### src/rtl/scc_mixer_n.sv
// N-cartridge SCC output stage: chip-select decode, read-back merge,
// and a single-multiplier gain/accumulate mixer with a saturated output.
module scc_mixer_n #(
    parameter int NUM_CH = 2,
    parameter int CART_W = 1,
    parameter int IN_W   = 15,
    parameter int OUT_W  = 16,
    parameter int GAIN_W = 4
) (
    input  logic                     clk,
    input  logic                     reset_n,
    input  logic                     clk_en,
    input  logic                     cs,
    input  logic [CART_W-1:0]        cart_num,
    output logic [NUM_CH-1:0]        req,
    input  logic [8*NUM_CH-1:0]      ch_dout,
    output logic [7:0]               scc_dout,
    input  logic [IN_W*NUM_CH-1:0]   ch_wave,
    input  logic [NUM_CH-1:0]        oe,
    input  logic [GAIN_W*NUM_CH-1:0] gain,
    output logic [OUT_W-1:0]         wave,
    output logic                     wave_valid,
    output logic                     busy,
    output logic                     overrun,
    input  logic                     overrun_clr
);

    localparam int IDX_W  = (NUM_CH > 1) ? $clog2(NUM_CH) : 1;
    localparam int PROD_W = IN_W + GAIN_W + 1;
    localparam int ACC_W  = PROD_W + $clog2(NUM_CH);
    localparam int CMP_W  = ((ACC_W > OUT_W) ? ACC_W : OUT_W) + 1;

    localparam logic signed [CMP_W-1:0] SAT_MAX =
        {{(CMP_W-OUT_W+1){1'b0}}, {(OUT_W-1){1'b1}}};
    localparam logic signed [CMP_W-1:0] SAT_MIN =
        {{(CMP_W-OUT_W+1){1'b1}}, {(OUT_W-1){1'b0}}};

    typedef enum logic [1:0] {
        S_IDLE,
        S_ACC,
        S_OUT
    } state_t;

    state_t state;
    state_t state_nx;

    logic                     start;
    logic                     last;
    logic                     pending;
    logic [IDX_W-1:0]         idx;
    logic [IN_W*NUM_CH-1:0]   wave_s;
    logic [NUM_CH-1:0]        oe_s;
    logic [GAIN_W*NUM_CH-1:0] gain_s;

    logic signed [IN_W-1:0]   wave_sel;
    logic [GAIN_W-1:0]        gain_sel;
    logic signed [PROD_W-1:0] w_x;
    logic signed [PROD_W-1:0] g_x;
    logic signed [PROD_W-1:0] prod;
    logic signed [PROD_W-1:0] term;
    logic signed [ACC_W-1:0]  acc;
    logic signed [ACC_W-1:0]  acc_nx;
    logic signed [ACC_W-1:0]  res;
    logic signed [CMP_W-1:0]  res_x;
    logic [OUT_W-1:0]         wave_d;

    // One request line per instance; out-of-range cart_num selects none.
    always_comb begin
        req = '0;
        for (int i = 0; i < NUM_CH; i++) begin
            req[i] = cs && (int'(cart_num) == i);
        end
    end

    // Idle instances drive FF, so an AND merges the read-back buses.
    always_comb begin
        scc_dout = 8'hFF;
        for (int i = 0; i < NUM_CH; i++) begin
            scc_dout = scc_dout & ch_dout[i*8 +: 8];
        end
    end

    assign busy = (state != S_IDLE);
    assign last = (idx == IDX_W'(NUM_CH - 1));

    assign wave_sel = wave_s[int'(idx)*IN_W +: IN_W];
    assign gain_sel = gain_s[int'(idx)*GAIN_W +: GAIN_W];
    assign w_x      = PROD_W'(wave_sel);
    assign g_x      = PROD_W'({1'b0, gain_sel});
    assign prod     = w_x * g_x;
    assign term     = oe_s[idx] ? prod : '0;
    assign acc_nx   = acc + ACC_W'(term);
    assign res      = acc >>> (GAIN_W - 1);
    assign res_x    = CMP_W'(res);

    // Clamp the scaled sum into the output range.
    always_comb begin
        wave_d = res_x[OUT_W-1:0];
        if (res_x > SAT_MAX) begin
            wave_d = SAT_MAX[OUT_W-1:0];
        end else if (res_x < SAT_MIN) begin
            wave_d = SAT_MIN[OUT_W-1:0];
        end
    end

    // Sequencer state register.
    always_ff @(posedge clk or negedge reset_n) begin
        if (!reset_n) begin
            state <= S_IDLE;
        end else begin
            state <= state_nx;
        end
    end

    // Next state: start on a strobe or a queued strobe, one channel per cycle.
    always_comb begin
        state_nx = state;
        start    = 1'b0;
        unique case (state)
            S_IDLE: begin
                if (clk_en || pending) begin
                    start    = 1'b1;
                    state_nx = S_ACC;
                end
            end
            S_ACC: begin
                if (last) begin
                    state_nx = S_OUT;
                end
            end
            S_OUT: begin
                state_nx = S_IDLE;
            end
            default: begin
                state_nx = S_IDLE;
            end
        endcase
    end

    // Snapshot inputs at start, then accumulate the selected channel.
    always_ff @(posedge clk or negedge reset_n) begin
        if (!reset_n) begin
            wave_s <= '0;
            oe_s   <= '0;
            gain_s <= '0;
            acc    <= '0;
            idx    <= '0;
        end else if (start) begin
            wave_s <= ch_wave;
            oe_s   <= oe;
            gain_s <= gain;
            acc    <= '0;
            idx    <= '0;
        end else if (state == S_ACC) begin
            acc <= acc_nx;
            if (!last) begin
                idx <= idx + IDX_W'(1);
            end
        end
    end

    // Register the saturated sample and strobe it for one cycle.
    always_ff @(posedge clk or negedge reset_n) begin
        if (!reset_n) begin
            wave       <= '0;
            wave_valid <= 1'b0;
        end else begin
            wave_valid <= (state == S_OUT);
            if (state == S_OUT) begin
                wave <= wave_d;
            end
        end
    end

    // One strobe may queue while busy; a second one is lost and flagged.
    always_ff @(posedge clk or negedge reset_n) begin
        if (!reset_n) begin
            pending <= 1'b0;
            overrun <= 1'b0;
        end else begin
            if (start) begin
                pending <= 1'b0;
            end else if (clk_en && busy && !pending) begin
                pending <= 1'b1;
            end
            if (clk_en && busy && pending) begin
                overrun <= 1'b1;
            end else if (overrun_clr) begin
                overrun <= 1'b0;
            end
        end
    end

endmodule

### config.mk
export PLATFORM = sky130hd
export DESIGN_NAME = scc_mixer_n
export DESIGN_NICKNAME = d
export VERILOG_FILES = /design/src/rtl/scc_mixer_n.sv
export SDC_FILE = /design/constraint.sdc
export NUM_CORES = 1
export LEC_CHECK = 0
export BUFFER_PORTS_ARGS = -buffer_cell sky130_fd_sc_hd__buf_2
export CAP_MARGIN = 5
export CORE_MARGIN = 2
export CORE_UTILIZATION = 30
export DETAILED_ROUTE_END_ITERATION = 8
export GPL_ROUTABILITY_DRIVEN = 0
export HOLD_SLACK_MARGIN = 0.15
export PLACE_DENSITY = 0.58
export SLEW_MARGIN = 20
export SYNTH_ARGS = -nofsm -noshare
export SYNTH_HDL_FRONTEND = slang
export SYNTH_SLANG_ARGS = --single-unit
export TNS_END_PERCENT = 20
### constraint.sdc
create_clock -name clk -period 14.6 [get_ports clk]
set_input_delay 0.73 -clock clk [delete_from_list [all_inputs] [get_ports clk]]
set_output_delay 0.73 -clock clk [all_outputs]
set_load 0.01 [all_outputs]
==> results of run 1 <==
-- cell type report --
| type | instances | area, µm² | area share (%) |
|---|---|---|---|
| Tap cell | 280 | 350 | 4.51 |
| Inverter | 68 | 255 | 3.29 |
| Sequential cell | 83 | 2080 | 26.8 |
| Multi-Input combinational cell | 625 | 4250 | 54.7 |
| Clock buffer | 10 | 239 | 3.08 |
| Clock inverter | 6 | 71.3 | 0.919 |
| Timing Repair Buffer | 99 | 520 | 6.71 |
-- state kept, by name, summed over array words and instances, names as in the netlist, 2 cells and up --
register	cells
wave_s	30
acc	21
wave	16
gain_s	8
oe_s	2
state	2
-- metrics by stage --
stage                     std cells  instance area [µm²]
after detailed placement       1155                 7440
after CTS                      1171                 7750
after floorplan                 806                 6670
after global placement         1155                 7440
final                          1171                 7760
after global routing           1171                 7760
-- metal layers --
layer  vias to the layer above  wire (µm)
li1                       2832          -
met1                      2361       7490
met2                        99       5920
met3                        10        442
met4                         0        200
met5                         -          0
-- critical path: stages, from the launching register on --
cell      delay, ns
dfrtp_1        0.69
mux2i_2        0.76
nor2_1         0.12
ha_1           0.31
inv_1          0.05
fa_1           0.50
fa_1           0.54
inv_1          0.04
ha_1           0.34
a21o_1         0.17
a21o_1         0.21
a2111o_1       0.46
a21oi_1        0.21
o21ai_0        0.14
xnor2_1        0.14
nor2_1         0.05
ha_1           0.35
a21o_1         0.21
a21o_1         0.18
a21o_1         0.18
a21oi_1        0.19
nor2_1         0.06
a221o_1        0.30
o311ai_0       0.30
-- final timing paths --
path | from | slack [ns] | to | depth (start not counted)
setup / recovery | idx | 7.99 | acc[19] | 23
hold / removal | reset_n | 0.27 | wave[8] | 1
setup reg to reg | idx | 7.99 | acc[19] | 23
hold reg to reg | wave[3] | 0.47 | wave[3] | 2
max in group asynchronous | reset_n | 13.24 | wave_s[26] | 2
min in group clk | wave[3] | 0.47 | wave[3] | 2
-- cell usage in the layout (no fill, tap or decap), types with 5 or more instances in the layout --
cell       Yosys  final
a21o_1        19     19
dfrtp_1       83     83
nor2b_1        9      9
buf_2          1     89
fa_1          32     32
a21oi_1       21     21
buf_4          0     10
inv_1         68     68
nand3_1       25     25
o21ai_0       60     60
nor3_1         5      5
xnor2_1       17     17
nand2b_1      16     16
xor2_1        12     12
nand4_1        5      5
clkbuf_16      0      9
mux2i_1       21     18
nor2_1        91     90
nand2_1      163    163
ha_1          58     58
and2_1        12     12
-- cell families after synthesis --
group | Yosys count
and+or+nand+nor | 345
xor gates and xnor gates | 29
buffers and inverters | 98
muxes | 23
DFF | 83
adders and majority gates | 90
AOI/OAI and AO/OA | 138
==> run metrics, run 1 <==
fmax=151 MHz; DIE WIDTH=153 µm; Seq/Total Area, Yosys=31.1%; clk buf depth=2; startpoint types=flip-flop; status=finished, final reports clean; Synth Flop Type=dfrtp_1; worst-skew pair later-pin latency=0.34 ns; Distinct cells, synth=53; Adder-Cell Fraction of Synth Area=20.5%; Synth Register Bits=83; Worst-path clk slew=0.07 ns; synth warn=0; pre-CTS setup slack=7.75 ns; largest area contributor in the netlist=dfrtp_1; Mapped Cells=806; die height=153 µm; post-route ant nets=0; CTS Buf Count=9; Post-CTS Setup Bufs=0; max cap viols=0; die footprint=0.0234 mm²; synth cell count leaders=163 x nand2_1, 91 x nor2_1, 83 x dfrtp_1; multiplexer area fraction after synthesis=3.49%; CP max FO=15; Final Hold Slack=0.273 ns; post-synthesis compound-gate area fraction=13.1%; most common cell in the netlist=nand2_1; share of the synthesized area in the top cell type=31.1%; Fin Setup TNS=0 ns; CTS tree=yes; fin crit share=45.3%; Num Clock Sinks=83; number of global-route vias before repair=5255; total track usage=12.6%; global-route wire length before repair=24700 µm; CP Class=flip-flop to flip-flop; vias=5302; DR pass1 iterations=4; min cycle time layout=6.61 ns; Area Growth Syn to Fin=16.4%; Initial Util=30.6%; xor and xnor area share after synthesis=3.81%; Post-Synthesis Net Count=958; hold_buf cts=0; Via density=4.53; Post-synth EDFFs=0; Worst EP required=14.83 ns; slew of the pin with the lowest slew margin=0.795 ns; Area contributors post-synth=dfrtp_1 31%, ha_1 11%, fa_1 9.6%; port bufs=90; routed len/inst=12.0 µm; hold crit path type=input pin to async pin; CTS Root Cell=clkbuf_16; unrepaired setup endpoints after global routing=no; largest family of logic cells by synthesized area=simple AND/OR/NAND/NOR gates; mapped cell area=0.00667 mm²; DRC=0; Top-Level Pins=91; post-CTS resize count=0; core area=0.0218 mm²; Final setup violation count=0; CTS H-tree depth=3; skew final=0.00859 ns; M1 GR Usage=18.3%; nets=1038; asr flop ratio synth=100%; Fin. Hold Viols=0; pin count of the biggest net entering global routing=63; Routed WL=14100 µm; CP arrival=6.84 ns; DRT iter0 DRCs=249; dpl hpwl=10900 µm; Remaining Overflow, GRT=0; Rows=54; Layout fillers=2257; GR Util met2=19.0%; busiest layer in global routing=met2; Final Max Tran Viols=0; simple logic cell fraction of the synthesized area=22.5%; fin util=35.6%; met3 usage=2.50%; post-route setup slack=7.99 ns; Avg Cell Area, Syn=8.27 µm²; Rel. slew slack=46.0%; initial antenna violation count=0; share of layout cells above drive strength 1=14.7%; Worst setup EP type=flip-flop; antenna cells=0
Power of run 1 is not shown: default switching activity piles up to over one toggle a cycle in this logic, so the estimate is an artifact.
==> inputs of run 2 (changes only) <==
==> constraint.sdc (replaced) <==
create_clock -name clk -period 6.1 [get_ports clk]
set_input_delay 0.305 -clock clk [delete_from_list [all_inputs] [get_ports clk]]
set_output_delay 0.305 -clock clk [all_outputs]
set_load 0.01 [all_outputs]
==> run 2 against run 1 <==
  * First-iteration DRC count decreased by 16%
  * Worst hold slack worse by 0.11 ns
  * Utilization rose by 2.0 points
  * Final area is 5.7% higher
  * Critical endpoint unchanged
  * Largest cell class unchanged
==> run metrics, run 2 (same netlist as run 1, synthesis figures left out) <==
vias=5477 (+3.3%); CTS Root Cell=clkbuf_16; Num Clock Sinks=83 (unchanged); total track usage=12.3% (-0.33 points); post-route ant nets=0 (unchanged); number of global-route vias before repair=5322 (+1.3%); nets=1076 (+3.7%); slew of the pin with the lowest slew margin=0.850 ns (+0.0558 ns); Worst EP required=6.31 ns (-8.52 ns); r2r endpoint=acc[19]; CP Class=flip-flop to flip-flop; Crit-path slowest cell=fa_1; max cap viols=0 (unchanged); min cycle time layout=5.76 ns (-0.849 ns); hold crit path type=input pin to flip-flop; Rows=54 (unchanged); most flop-heavy register=wave_s; Final Max Tran Viols=0 (unchanged); skew final=0.00563 ns (-0.00296 ns); unrepaired setup endpoints after global routing=yes; DRT iter0 DRCs=208 (-16%); CP max FO=8 (-7); worst-skew pair later-pin latency=0.34 ns (about the same); most used cell, CP=a21o_1; Final setup violation count=0 (unchanged); CP peak stage delay=0.54 ns (-0.22 ns); largest registers=wave_s x30, acc x21, wave x16; DRC=0 (unchanged); share of layout cells above drive strength 1=17.1% (+2.4 points); pin count of the biggest net entering global routing=68 (+7.9%); routed len/inst=11.6 µm (-3.1%); Via density=4.53 (+0.14%); clk buf depth=2 (unchanged); R2R depth=25 (+8.7%); fin crit share=94.5% (+49 points); port bufs=90 (unchanged); fmax=173 MHz (+15%); DR pass1 iterations=4 (unchanged); most frequent cells in the layout=163 x nand2_1, 89 x nor2_1, 89 x buf_2; CP arrival=5.98 ns (-0.86 ns); Worst-path clk slew=0.06 ns (about the same); startpoint types=flip-flop; Initial Util=30.6% (unchanged); DIE WIDTH=153 µm (unchanged); Top-Level Pins=91 (unchanged); Area Growth Syn to Fin=23.0%; global-route wire length before repair=24300 µm (-1.8%); dpl hpwl=10900 µm (-0.66%); Rel. slew slack=43.3% (-2.7 points); Worst setup EP type=flip-flop; CTS tree=yes; CP delay by family, top=compound AO/OA/AOI/OAI gates; Fin. Hold Viols=0 (unchanged); fin util=37.6% (+2.0 points); WP depth=25 (+8.7%); status=finished, final reports clean; Worst Setup EP=acc[19]; Worst R2R Setup Slack=0.34 ns (-7.65 ns); most common cell after layout, fill and taps aside=nand2_1; WP buf/inv=3 (+1); CP startpoint=idx; Remaining Overflow, GRT=0 (unchanged); initial antenna violation count=0 (unchanged); number of flip-flops in the largest register=30 (unchanged); CTS H-tree depth=3 (unchanged); core area=0.0218 mm² (unchanged); RR Startpoint=idx; Routed WL=14000 µm (about the same); Layout fillers=2227 (-1.3%); CTS Buf Count=9 (unchanged); die height=153 µm (unchanged); die footprint=0.0234 mm² (unchanged); antenna cells=0 (unchanged)
## run 2: area by class of cell
type	instances	area [µm²]	area share, %
Inverter	68	255	3.11
Sequential cell	83	2080	25.3
Clock buffer	10	239	2.91
Multi-Input combinational cell	625	4330	52.8
Clock inverter	5	62.6	0.763
Tap cell	280	350	4.27
Timing Repair Buffer	137	890	10.8
## run 2: timing repair
action / CTS / global route
resized for setup: 1 / 20
endpoints found under the hold margin: 37 / 0
cloned: 0 / 0
setup buffers: 0 / 8
pin swaps: 0 / 1
hold buffers: 22 / 0
endpoints found under the setup margin: 2 / 5
## run 2: worst min path at each step
stage | start | endpoint | slack, ns | depth (start not counted)
final | ch_wave[11] | wave_s[11] | 0.16 | 3
after global routing | ch_wave[28] | wave_s[28] | 0.16 | 3
after CTS | ch_wave[13] | wave_s[13] | 0.15 | 3
after detailed placement | reset_n | wave[2] | 0.18 | 1
after global placement | reset_n | wave[2] | 0.18 | 1
after floorplan | reset_n | acc[0] | 0.009 | 0
## run 2: tightest hold or removal path: stages
cell and delay [ns]:
buf_2 0.07, nand2_1 0.04, nand2_1 0.05
## run 2: layer usage
layer / vias up / global-route usage (%) / part of all wire, %
met1: 2462 / 17.2 / 53
met4: 0 / 3.57 / 1.5
met3: 17 / 2.55 / 3.5
met2: 94 / 19.2 / 42
met5: - / 0 / 0
li1: 2904 / - / -
## run 2: through the flow
| stage | setup TNS [ns] | setup slack [ns] | hold WS, ns | cell area [µm²] | std cells |
|---|---|---|---|---|---|
| 2_1_floorplan | 0 | 0.0745 | 0.00941 | 6670 | 806 |
| 3_3_place_gp | 0 | 0.0136 | 0.184 | 7520 | 1163 |
| 3_5_place_dp | -0.0231 | -0.0231 | 0.181 | 7520 | 1163 |
| 4_1_cts | 0 | 0.0716 | 0.150 | 8040 | 1200 |
| 5_1_grt | -0.0454 | -0.0257 | 0.158 | 8200 | 1208 |
| 6_report | 0 | 0.335 | 0.161 | 8200 | 1208 |
Power of run 2 is left out for the same reason.
==> inputs of run 3 (changes only) <==
--- a/config.mk
+++ b/config.mk
@@ -7,7 +7,7 @@
 export LEC_CHECK = 0
 export BUFFER_PORTS_ARGS = -buffer_cell sky130_fd_sc_hd__buf_2
 export CAP_MARGIN = 5
-export CORE_MARGIN = 2
+export CORE_MARGIN = 3
 export CORE_UTILIZATION = 30
 export DETAILED_ROUTE_END_ITERATION = 8
 export GPL_ROUTABILITY_DRIVEN = 0
==> run 3 against run 2 <==
  * Global-route usage fell by 0.18 points
  * Clock skew rose by 0.0029 ns
  * Sequential share of layout area barely moved
  * Critical path depth fell by 1
  * Cell count fell by 0.17%
  * Worst hold slack got worse by 0.0025 ns
  * Register-to-register slack got worse by 0.04 ns
  * Via count fell by 0.66%
==> run metrics, run 3 (same netlist as run 1, synthesis figures left out) <==
die height=155 µm (+1.3%); fin crit share=95.1% (+0.59 points); DRC=0 (unchanged); min cycle time layout=5.80 ns (+0.0362 ns); Worst-path clk slew=0.06 ns (about the same); hold crit path type=input pin to flip-flop; Worst Setup EP=acc[19]; RR Startpoint=idx; Final setup violation count=0 (unchanged); post-route ant nets=0 (unchanged); CP Cell Sequence=buf_12 > buf_4 > mux2i_1 > buf_4 > or2_2 > fa_1 > fa_1 > inv_1 > ha_1 > a21o_1 > a21o_1 > a2111o_1 > a21oi_2 > o21ai_0 > xnor2_1 > nor2_2 > ha_4 > a21o_1 > a21o_1 > a21o_1 > a21oi_1 > nor2_1 > a221o_1 > o311ai_1; CP max FO=6 (-2); core area=0.0214 mm² (-1.9%); skew final=0.00851 ns (+0.00288 ns); hold path start=ch_wave[24]; total track usage=12.1% (-0.18 points); antenna cells=0 (unchanged); routed len/inst=11.9 µm (+2.1%); vias=5441 (-0.66%); r2r endpoint=acc[19]; unrepaired setup endpoints after global routing=yes; R2R depth=24 (-4.0%); CTS Root Cell=clkbuf_16; DR pass1 iterations=4 (unchanged); DIE WIDTH=155 µm (+1.3%); pin count of the biggest net entering global routing=61 (-10%); Area Growth Syn to Fin=23.2%; CP arrival=6.04 ns (+0.06 ns); CTS H-tree depth=3 (unchanged); Worst setup EP type=flip-flop; fmax=172 MHz (-0.62%); CP Class=flip-flop to flip-flop; number of global-route vias before repair=5335 (+0.24%); Final Max Tran Viols=0 (unchanged); most used cell, CP=a21o_1; Fin. Hold Viols=0 (unchanged); Remaining Overflow, GRT=0 (unchanged); fin util=38.4% (+0.77 points); CTS tree=yes; nets=1078 (+0.19%); most common cell after layout, fill and taps aside=nand2_1; most frequent cells in the layout=163 x nand2_1, 90 x buf_2, 89 x nor2_1; dpl hpwl=11100 µm (+2.2%); Rows=53 (-1.9%); WP buf/inv=4 (+1); DRT iter0 DRCs=179 (-14%); Initial Util=31.1% (+0.58 points); die footprint=0.0241 mm² (+2.6%); Via density=4.51 (-0.49%); clk buf depth=2 (unchanged); largest registers=wave_s x30, acc x21, wave x16; slew of the pin with the lowest slew margin=0.634 ns (-0.216 ns); Crit-path slowest cell=fa_1; Top-Level Pins=91 (unchanged); Worst R2R Setup Slack=0.30 ns (-0.04 ns); max cap viols=0 (unchanged); WP depth=24 (-4.0%); Worst EP required=6.34 ns (+0.03 ns); port bufs=90 (unchanged); initial antenna violation count=0 (unchanged); CP peak stage delay=0.54 ns (about the same); Rel. slew slack=57.7% (+14 points); startpoint types=flip-flop; worst-skew pair later-pin latency=0.34 ns (about the same); Num Clock Sinks=83 (unchanged); CP startpoint=idx; status=finished, final reports clean; global-route wire length before repair=24600 µm (+1.5%); CP delay by family, top=compound AO/OA/AOI/OAI gates; share of layout cells above drive strength 1=17.3% (+0.16 points); number of flip-flops in the largest register=30 (unchanged); most flop-heavy register=wave_s; Routed WL=14300 µm (+1.9%); CTS Buf Count=9 (unchanged)
-- run 3: per-stage QoR --
stage          setup slack (ns)  cell area (µm²)  cells  setup TNS, ns  hold slack, ns
4_1_cts                  0.0807             8040   1197              0           0.150
3_3_place_gp             0.0225             7510   1158              0           0.290
3_5_place_dp            -0.0843             7510   1158        -0.0843           0.292
6_report                  0.299             8220   1206              0           0.159
2_1_floorplan            0.0745             6670    806              0         0.00941
5_1_grt                 -0.0256             8220   1206        -0.0256           0.156
-- run 3: area by class of cell --
cell class                      instances  area, µm²
Timing Repair Buffer                  139        898
Sequential cell                        83       2080
Inverter                               68        255
Fill cell                            2193      13200
Tap cell                              275        344
Clock buffer                           11        233
Multi-Input combinational cell        625       4340
Clock inverter                          5       62.6
-- run 3: repair_timing --
| item | in CTS | in global routing |
|---|---|---|
| hold buffers | 23 | 0 |
| endpoints found under the setup margin | 3 | 5 |
| hold endpoints to repair | 55 | 0 |
| pin swaps | 0 | 5 |
| resized for setup | 2 | 24 |
| buffers inserted | 0 | 9 |
-- run 3: worst register-to-register path, stage by stage, from the launching register on --
cell	delay, ns
dfrtp_2	0.42
buf_12	0.14
buf_4	0.16
mux2i_1	0.14
buf_4	0.15
or2_2	0.28
fa_1	0.47
fa_1	0.54
inv_1	0.04
ha_1	0.33
a21o_1	0.17
a21o_1	0.21
a2111o_1	0.42
a21oi_2	0.18
o21ai_0	0.13
xnor2_1	0.15
nor2_2	0.16
ha_4	0.23
a21o_1	0.19
a21o_1	0.18
a21o_1	0.18
a21oi_1	0.19
nor2_1	0.06
a221o_1	0.30
o311ai_1	0.27
-- run 3: worst min-delay path by stage --
stage	end	slack, ns	cells after the start
after detailed placement	wave[4]	0.29	1
final	wave_s[24]	0.16	3
after floorplan	acc[0]	0.009	0
after global placement	wave[2]	0.29	1
after CTS	wave_s[6]	0.15	3
after global routing	wave_s[16]	0.16	3
-- run 3: metal layers --
layer	GRT usage, %	vias to the layer above	part of all wire [%]
met1	17.1	2435	51
li1	-	2907	-
met4	2.78	0	0.89
met3	2.39	10	3.8
met2	19.2	89	44
met5	0	-	0
Power of run 3 is left out for the same reason.
